**src/rtl/mimasuo_pkg.sv**
```systemverilog
// Shared types and defaults for the mimasuo key-conditioning front end.
// Holds the per-key debounce state encoding and the default timing constants.
package mimasuo_pkg;

    typedef enum logic [1:0] {
        IDLE         = 2'd0,
        PRESS_WAIT   = 2'd1,
        HELD         = 2'd2,
        RELEASE_WAIT = 2'd3
    } key_state_e;

    localparam int DEF_SYNC_STAGES     = 2;
    localparam int DEF_DEBOUNCE_CYCLES = 4;

    function automatic int cnt_width(input int cycles);
        return $clog2(cycles + 1);
    endfunction

endpackage

```
**src/rtl/mimasuo_key_debounce.sv**
```systemverilog
// One key: synchroniser chain, debounce FSM with stability counter, and
// registered single-cycle press pulse plus debounced level.
module mimasuo_key_debounce
    import mimasuo_pkg::*;
#(
    parameter int SYNC_STAGES     = DEF_SYNC_STAGES,
    parameter int DEBOUNCE_CYCLES = DEF_DEBOUNCE_CYCLES
) (
    input  logic clk,
    input  logic rst,
    input  logic key_raw,
    output logic press_pulse,
    output logic held
);

    localparam int CNT_W = cnt_width(DEBOUNCE_CYCLES);
    localparam logic [CNT_W-1:0] CNT_LAST  = CNT_W'(DEBOUNCE_CYCLES - 1);
    // With a one-cycle debounce the wait states must exit on their first
    // cycle, so the entry count starts at the terminal value instead of 1.
    localparam logic [CNT_W-1:0] CNT_START = CNT_W'((DEBOUNCE_CYCLES > 1) ? 1 : 0);

    logic [SYNC_STAGES-1:0] sync_q;
    logic [SYNC_STAGES-1:0] vld_q;
    logic                   s;
    logic                   sync_ok;

    key_state_e             state_q, state_d;
    logic [CNT_W-1:0]       cnt_q, cnt_d;
    logic                   armed_q, armed_d;
    logic                   pulse_q, pulse_d;
    logic                   held_q, held_d;

    always_ff @(posedge clk) begin
        if (rst) begin
            sync_q <= '0;
            vld_q  <= '0;
        end else begin
            sync_q <= {sync_q[SYNC_STAGES-2:0], key_raw};
            vld_q  <= {vld_q[SYNC_STAGES-2:0], 1'b1};
        end
    end

    assign s       = sync_q[SYNC_STAGES-1];
    // s only reflects the real key once the chain has refilled after reset.
    assign sync_ok = vld_q[SYNC_STAGES-1];

    always_ff @(posedge clk) begin
        if (rst) begin
            state_q <= IDLE;
            cnt_q   <= '0;
            armed_q <= 1'b0;
            pulse_q <= 1'b0;
            held_q  <= 1'b0;
        end else begin
            state_q <= state_d;
            cnt_q   <= cnt_d;
            armed_q <= armed_d;
            pulse_q <= pulse_d;
            held_q  <= held_d;
        end
    end

    always_comb begin
        state_d = state_q;
        cnt_d   = cnt_q;
        armed_d = armed_q;
        pulse_d = 1'b0;
        case (state_q)
            IDLE: begin
                // A key held through reset must be seen released before it may qualify.
                if (!armed_q) begin
                    if (sync_ok && !s) begin
                        armed_d = 1'b1;
                    end
                end else if (s) begin
                    cnt_d   = CNT_START;
                    state_d = PRESS_WAIT;
                end
            end
            PRESS_WAIT: begin
                if (!s) begin
                    cnt_d   = '0;
                    state_d = IDLE;
                end else if (cnt_q == CNT_LAST) begin
                    pulse_d = 1'b1;
                    state_d = HELD;
                end else begin
                    cnt_d = cnt_q + CNT_W'(1);
                end
            end
            HELD: begin
                if (!s) begin
                    cnt_d   = CNT_START;
                    state_d = RELEASE_WAIT;
                end
            end
            RELEASE_WAIT: begin
                if (s) begin
                    state_d = HELD;
                end else if (cnt_q == CNT_LAST) begin
                    cnt_d   = '0;
                    state_d = IDLE;
                end else begin
                    cnt_d = cnt_q + CNT_W'(1);
                end
            end
            default: begin
                cnt_d   = '0;
                state_d = IDLE;
            end
        endcase
        held_d = (state_d == HELD) || (state_d == RELEASE_WAIT);
    end

    assign press_pulse = pulse_q;
    assign held        = held_q;

endmodule

```
**src/rtl/mimasuo_key_cond.sv**
```systemverilog
// Two-key conditioning stage feeding the mimasuo_logic lock FSM: one clean
// pulse per accepted press on button0/button1, plus debounced key levels.
module mimasuo_key_cond
    import mimasuo_pkg::*;
#(
    parameter int SYNC_STAGES     = DEF_SYNC_STAGES,
    parameter int DEBOUNCE_CYCLES = DEF_DEBOUNCE_CYCLES
) (
    input  logic       clk,
    input  logic       rst,
    input  logic       key0_raw,
    input  logic       key1_raw,
    output logic       button0,
    output logic       button1,
    output logic [1:0] key_held
);

    logic [1:0] raw_w;
    logic [1:0] pulse_w;
    logic [1:0] held_w;

    assign raw_w = {key1_raw, key0_raw};

    // Keys are fully independent; simultaneous presses yield code 2'b11.
    generate
        for (genvar gi = 0; gi < 2; gi++) begin : g_key
            mimasuo_key_debounce #(
                .SYNC_STAGES     (SYNC_STAGES),
                .DEBOUNCE_CYCLES (DEBOUNCE_CYCLES)
            ) u_deb (
                .clk         (clk),
                .rst         (rst),
                .key_raw     (raw_w[gi]),
                .press_pulse (pulse_w[gi]),
                .held        (held_w[gi])
            );
        end
    endgenerate

    assign button0  = pulse_w[0];
    assign button1  = pulse_w[1];
    assign key_held = held_w;

endmodule

```
**config.mk**
```make
export PLATFORM = sky130hd
export DESIGN_NAME = mimasuo_key_cond
export DESIGN_NICKNAME = d
export VERILOG_FILES = /design/src/rtl/mimasuo_pkg.sv /design/src/rtl/mimasuo_key_debounce.sv /design/src/rtl/mimasuo_key_cond.sv
export SDC_FILE = /design/constraint.sdc
export NUM_CORES = 1
export LEC_CHECK = 0
export ABC_AREA = 1
export CAP_MARGIN = 10
export CORE_MARGIN = 1.5
export CORE_UTILIZATION = 30
export DETAILED_ROUTE_END_ITERATION = 6
export PLACE_DENSITY = 0.44
export SLEW_MARGIN = 25
export SYNTH_ARGS = -nofsm -noshare
export SYNTH_HDL_FRONTEND = slang
export SYNTH_SLANG_ARGS = --single-unit
```
**constraint.sdc**
```tcl
create_clock -name clk -period 2.55 [get_ports clk]
set_clock_uncertainty 0.1 [all_clocks]
set_input_delay 0.255 -clock clk [delete_from_list [all_inputs] [get_ports clk]]
set_output_delay 0.255 -clock clk [all_outputs]
set_load 0.03 [all_outputs]
```
==> results of run 1 <==
-- sequential cells by signal, indices dropped and copies added, names as in the netlist, named ones only --
| register | cells |
|---|---|
| g_key.u_deb.vld_q | 2 |
| g_key.u_deb.cnt_q | 6 |
| g_key.u_deb.held | 1 |
| g_key.u_deb.state_q | 3 |
| g_key.u_deb.sync_q | 4 |
| g_key.u_deb.armed_q | 2 |
| g_key.u_deb.press_pulse | 2 |
-- power by group through the flow --
stage / registers, mW / logic (mW) / clock network, mW
floorplan: 0.350 / 0.0231 / 0
global placement: 0.351 / 0.0346 / 0
detailed placement: 0.351 / 0.0344 / 0
CTS: 0.344 / 0.0347 / 0.172
global route: 0.345 / 0.0392 / 0.187
finish: 0.344 / 0.0339 / 0.163
-- cells in the mapped netlist, drive strengths merged, types with 2 or more instances --
| library cell | number | area share [%] |
|---|---|---|
| dfxtp | 21 | 41 |
| a21oi | 10 | 5.2 |
| nand3 | 11 | 5.8 |
| nand2 | 34 | 15 |
| buf | 2 | 1.5 |
| inv | 26 | 9.5 |
| o21ai | 3 | 1.5 |
| ha | 7 | 8.5 |
| nor2 | 21 | 8.4 |
-- logic make-up (layout without fill, tap and decap cells) --
kind of cell | after synthesis | in the layout | share of synthesized area (%)
AO/OA/AOI/OAI | 17 | 17 | 9.37
adder cells (fa/ha/maj) | 7 | 7 | 8.52
buffers and inverters | 29 | 38 | 11.3
flip-flops | 21 | 21 | 40.9
AND/OR/NAND/NOR | 68 | 68 | 29.9
-- final cells by class --
class / count / area share, %
clock buffers: 4 / 2.24
inverters: 26 / 8.33
multi-input cells: 92 / 42.0
flip-flops and latches: 21 / 35.9
well taps: 46 / 4.91
repair buffers: 8 / 6.62
-- metal layers --
metal  vias to the layer above  part of all wire [%]  global-route usage [%]
li1                        461                     -                       -
met1                       381                    53                    16.2
met2                        11                    43                    16.2
met3                         2                   2.5                    2.52
met4                         0                   1.1                    4.56
met5                         -                     0                       0
-- through the flow --
stage | util, % | std cells
finish | 35.4 | 197
global route | 35.4 | 197
CTS | 35.4 | 197
detailed placement | 34.6 | 193
global placement | 34.6 | 193
floorplan | - | 142
-- how the worst max path moves through the flow --
stage,depth (start not counted),from,slack [ns],endpoint
finish,1,flop,0.68,key_held[1]
detailed placement,1,flop,1.04,key_held[1]
CTS,1,flop,0.68,key_held[1]
global route,1,flop,0.61,key_held[1]
floorplan,8,g_key[1].u_deb.cnt_q[0],1.15,g_key[1].u_deb.cnt_q[0]
global placement,1,flop,1.05,key_held[1]
==> impl_results.md, run 1 <==
* Status: finished clean
* Die ar. at ~3800 um2
* Primary FF master, synth: dfxtp_1
* Critical Path AT at between 1.5 and 2 ns
* Slew HR at 76.9%
* Clk_lat worst skew at 0.30 ns
* CP Cell Sequence: clkdlybuf4s50_1
* Crit-path leading delay family: buffers and inverters
* Syn avg cell area at 7.24 um2
* Final slew viol count at 0
* Seq/Total Area, Yosys at between 40 and 50%
* Sequential Area at between 400 and 500 um2
* FP Rows at 21
* GPL Wtd Cong at between 0.8 and 0.9
* Post-CTS Hold Buffers at 0
* Worst R2R Start: g_key[1].u_deb.cnt_q[0]
* Critical path launch point type: flop
* Layout net count at between 150 and 200
* Routed vias/inst at 4.34
* Drt first pass iters at 4
* Endpoint type of the worst setup path: output port
* Most frequent cells in the layout: nand2_1 (27), inv_1 (22), dfxtp_1 (21), nor2_1 (18), nand3_1 (10)
* CTS buffer count at 3
* Hold Violations, Final at 0
* Routed Antenna Nets at 0
* WP buf/inv at 1
* NetSw at between 0.1 and 0.15 mW
* CP peak stage delay at about 0.72 ns
* Area Growth Syn to Fin at 13.9%
* Leak Pwr at 0.521 nW
* Peak supply drop at 0.189 mV
* CTS tree: built
* Area after DPL at roughly 1100 um2
* Vias in the first global route at 736
* Comb power frac at 6.3%
* Post-Syn Instances at 142
* Setup Total Neg Slack at 0 ns
* Clock power frac at between 30% and 40%
* Post_cts resized at 0
* First-pass GRT wire length at between 3 and 4 mm
* DR WL/cell at roughly 9.7 um
* Dpl ws at 1.04 ns
* FF+latch count, synth at 21
* Final Worst Setup Slack at 0.685 ns
* Hold path startpoint: g_key[0].u_deb.sync_q[0]
* Design area at 1170 um2
* Post-route clock period utilization at about three quarters
* Kind of critical path: flop to output port
* # clock sinks at 21
* Routed vias at 855
* Max Fclk at between 500 and 600 MHz
* Layout cell share with drive strength beyond 1 at 13.2%
* Syn Std Cell Area at 1030 um2
* Min Tclk post-route at roughly 1.9 ns
* Max_cap viols at 0
* Root buffer cell: clkbuf_4
* GRT Overall Usage at between 10% and 20%
* Pin count of the biggest net entering global routing at 12
* Deepest clock path buffer count at 2
* Reg power frac at 63.5%
* FFs w/ async S/R, synth at 0%
* RSZ-0062 raised after global routing: no
* Fill cell count at 366
* Worst slew pin tran at between 0.3 and 0.4 ns
* PnR Total Power at ~0.54 mW
* Final wirelength at approximately 1.9 mm
* Fin Hold WS at slightly above 0.3 ns
* Internal power at approximately 0.41 mW
* Commonest non-fill, non-tap cell in the layout: nand2_1
* Die X at just over 60 um
* DRC violation total after the first TritonRoute iteration at 20
* Switch share at 23.8%
* CP Max Fanout at 8
* Pwr Density at about 460 nW/um2
* WHS Endpoint: g_key[0].u_deb.sync_q[1]
* Number of synthesis warnings at 0
* Netlist cell types at 22
* ANT cells at 0
* Worst R2R Setup Slack at 1.03 ns
* Port bufs at 7
* Grt ovf at 0
* Initial antenna violation count at 0
* Data required time of the worst path at approximately 2.2 ns
* Cell count of the worst reg-to-reg path at 8
* Syn nets at roughly 150
* Worst Hold Path Cells at 2
* Multi-input gate area at between 400 and 500 um2
* Initial Util at 31.1%
* Class of the worst hold path: flop to flop
* EDFF count, synth at 0
* Residual DRC at 0
* Post-DP HPWL at around 1.5 mm
* # setup viols final at 0
* R2R Path End: g_key[1].u_deb.cnt_q[0]
* Core area at 3310 um2
* Post-CTS setup buffer count at 0
* Slowest cell on the critical path: clkdlybuf4s50_1
* Die height at 61.6 um
* H-tree levels at 1
* Worst-path clk slew at between 0.1 and 0.15 ns
* I/O pin count at 8
(Power assumes the default switching activity.)
==> run 2, diff against run 1 <==
--- a/config.mk
+++ b/config.mk
@@ -10,7 +10,7 @@
 export CORE_MARGIN = 1.5
 export CORE_UTILIZATION = 30
 export DETAILED_ROUTE_END_ITERATION = 6
-export PLACE_DENSITY = 0.44
+export PLACE_DENSITY = 0.45
 export SLEW_MARGIN = 25
 export SYNTH_ARGS = -nofsm -noshare
 export SYNTH_HDL_FRONTEND = slang
==> constraint.sdc (replaced) <==
create_clock -name clk -period 1.64 [get_ports clk]
set_clock_uncertainty 0.1 [all_clocks]
set_input_delay 0.164 -clock clk [delete_from_list [all_inputs] [get_ports clk]]
set_output_delay 0.164 -clock clk [all_outputs]
set_load 0.03 [all_outputs]
==> impl_results.md, run 2 (synthesis gave the netlist of run 1 again) <==
* Setup Total Neg Slack at 0 ns (unchanged)
* Post-route clock period utilization at approximately 94%
* Die X at 61.6 um (unchanged)
* Initial Util at 31.1% (unchanged)
* Critical path launch point type: flop (unchanged)
* Core area at 3310 um2 (unchanged)
* DR WL/cell at 9.28 um (was 9.73 um)
* R2R Path End: g_key[1].u_deb.cnt_q[0] (unchanged)
* Layout cell share with drive strength beyond 1 at 13.8% (was 13.2%)
* Die height at 61.6 um (unchanged)
* Switch share at 22.9% (was 23.8%)
* Design area at 1180 um2 (was 1170 um2)
* Slowest cell on the critical path: clkdlybuf4s50_1 (unchanged)
* Endpoint type of the worst setup path: output port (unchanged)
* Worst Hold Path Cells at 3 (was 2)
* Dpl ws at 0.163 ns (was 1.04 ns)
* Met3 Use GR at 4.41% (was 2.52%)
* CP Cell Sequence: clkdlybuf4s50_1 (unchanged)
* Top flop regs: g_key.u_deb.cnt_q: 6 flops, g_key.u_deb.sync_q: 4 flops, g_key.u_deb.state_q: 3 flops (unchanged)
* Commonest non-fill, non-tap cell in the layout: nand2_1 (unchanged)
* H-tree levels at 1 (unchanged)
* Hold Violations, Final at 0 (unchanged)
* GRT Overall Usage at 11.3% (about the same)
* Critical path depth at 1 (unchanged)
* Layout net count at 164 (was 163)
* NetSw at 0.191 mW (was 0.129 mW)
* Routed Antenna Nets at 0 (unchanged)
* Final wirelength at 1.84 mm (was 1.92 mm)
* Hold path startpoint: key0_raw (was g_key[0].u_deb.sync_q[0])
* Worst slew pin tran at 0.308 ns (was 0.343 ns)
* Root buffer cell: clkbuf_4 (unchanged)
* Area after DPL at 1150 um2 (was 1140 um2)
* Port bufs at 7 (unchanged)
* Worst R2R Start: g_key[1].u_deb.cnt_q[0] (unchanged)
* Die ar. at 3790 um2 (unchanged)
* Initial antenna violation count at 0 (unchanged)
* Crit-path leading delay family: buffers and inverters (unchanged)
* WP buf/inv at 1 (unchanged)
* Peak supply drop at 0.426 mV (was 0.189 mV)
* Residual DRC at 0 (unchanged)
* Clock power frac at 29.2% (was 30.2%)
* CP Max Fanout at 1 (was 8)
* Register name with the most flops: g_key.u_deb.cnt_q (unchanged)
* Post-DP HPWL at 1.39 mm (was 1.47 mm)
* Grt ovf at 0 (unchanged)
* Max_cap viols at 0 (unchanged)
* Most frequent cells in the layout: nand2_1 (27), inv_1 (22), dfxtp_1 (21), nor2_1 (18), nand3_1 (10) (unchanged)
* Comb power frac at 6.7% (was 6.3%)
* FP Rows at 21 (unchanged)
* Area Growth Syn to Fin at 14.5% (was 13.9%)
* Number of flip-flops in the largest register at 6 (unchanged)
* Data required time of the worst path at 1.38 ns (was 2.19 ns)
* Max Fclk at ~650 MHz
* Deepest clock path buffer count at 2 (unchanged)
* # setup viols final at 0 (unchanged)
* GPL Wtd Cong at 0.740 (was 0.801)
* Worst-path clk slew at 0.11 ns (was 0.12 ns)
* Routed vias/inst at 4.11 (was 4.34)
* Pwr Density at 708 nW/um2 (was 462 nW/um2)
* Met1 Usage GRT at 14.7% (was 16.2%)
* Worst R2R Setup Slack at 0.15 ns (was 1.03 ns)
* Final Worst Setup Slack at 0.0930 ns (was 0.685 ns)
* Final slew viol count at 0 (unchanged)
* Internal power at 0.643 mW (was 0.413 mW)
* Leak Pwr at 0.531 nW (was 0.521 nW)
* Pin count of the biggest net entering global routing at 13 (was 12)
* Reg power frac at 64.1% (was 63.5%)
* # clock sinks at 21 (unchanged)
* Status: finished clean (unchanged)
* WHS Endpoint: g_key[0].u_deb.sync_q[0] (was g_key[0].u_deb.sync_q[1])
* I/O pin count at 8 (unchanged)
* Post-CTS Hold Buffers at 0 (unchanged)
* CTS buffer count at 3 (unchanged)
* DRC violation total after the first TritonRoute iteration at 23 (was 20)
* RSZ-0062 raised after global routing: no (unchanged)
* Drt first pass iters at 4 (unchanged)
* Kind of critical path: flop to output port (unchanged)
* Cell count of the worst reg-to-reg path at 8 (unchanged)
* CTS tree: built (unchanged)
* Critical Path AT at 1.28 ns (was 1.51 ns)
* Vias in the first global route at 714 (was 736)
* ANT cells at 0 (unchanged)
* CP peak stage delay at 0.66 ns (was 0.72 ns)
* Busiest grt layer: met2 (unchanged)
* Class of the worst hold path: input port to flop (was flop to flop)
* Met2 GRT Util at 17.6% (was 16.2%)
* Slew HR at 79.4% (was 76.9%)
* Clk_lat worst skew at 0.30 ns (about the same)
* Core Util, Final at 35.6% (was 35.4%)
* First-pass GRT wire length at 3.11 mm (about the same)
* Routed vias at 814 (was 855)
* Min Tclk post-route at roughly 1.5 ns
-- run 2: changes by cell type in the layout (fill, tap and decap cells not counted), sizes merged --
cell           change
buf                +1
dlygate4sd2        +1
clkdlybuf4s50      -1
-- run 2: worst max path at each step --
stage,to,start
final,button0,g_key[0].u_deb.press_pulse
after global routing,button1,g_key[1].u_deb.press_pulse
after CTS,button0,g_key[0].u_deb.press_pulse
after detailed placement,g_key[1].u_deb.cnt_q[0],g_key[1].u_deb.cnt_q[0]
after global placement,g_key[0].u_deb.cnt_q[1],g_key[0].u_deb.cnt_q[0]
after floorplan,g_key[1].u_deb.cnt_q[0],g_key[1].u_deb.cnt_q[0]
-- run 2: power groups by stage --
stage	clock network, mW	logic (mW)	registers [mW]
detailed placement	0	0.0561	0.546
CTS	0.258	0.0564	0.534
global route	0.289	0.0636	0.537
floorplan	0	0.0359	0.543
global placement	0	0.0558	0.546
finish	0.243	0.0557	0.534
-- run 2: per-stage QoR --
step	cells	hold slack [ns]	power, mW
after detailed placement	194	0.297	0.602
after CTS	198	0.262	0.849
after global placement	194	0.292	0.602
final	198	0.267	0.833
after floorplan	142	0.133	0.579
after global routing	198	0.254	0.889
-- run 2: area by class of cell --
class	instances	area, um2
Inverter	26	97.6
Tap cell	46	57.6
Multi-Input combinational cell	92	492
Sequential cell	21	420
Timing Repair Buffer	9	83.8
Fill cell	377	2130
Clock buffer	4	26.3
-- run 2: layer usage --
metal	routed length (um)	share of wire [%]	vias to the layer above
li1	-	-	457
met5	0	0	-
met1	958	52	344
met2	789	43	11
met4	22	1.2	0
met3	67	3.6	2
-- run 2: repair_timing --
item,4_1_cts,5_1_grt
resized for setup,1,0
endpoints found under the setup margin,1,0
buffers inserted,0,0
==> run 3, diff against run 2 <==
--- a/config.mk
+++ b/config.mk
@@ -10,6 +10,7 @@
 export CORE_MARGIN = 1.5
 export CORE_UTILIZATION = 30
 export DETAILED_ROUTE_END_ITERATION = 6
+export MAX_ROUTING_LAYER = met4
 export PLACE_DENSITY = 0.45
 export SLEW_MARGIN = 25
 export SYNTH_ARGS = -nofsm -noshare
==> results of run 3 <==
Same layout as run 2: the final DEF is identical, and so are final timing and power.
Among the figures that moved: final weighted congestion in routability-driven placement 0.740 -> 0.749; overall routing resource usage 11.3% -> 11.6%
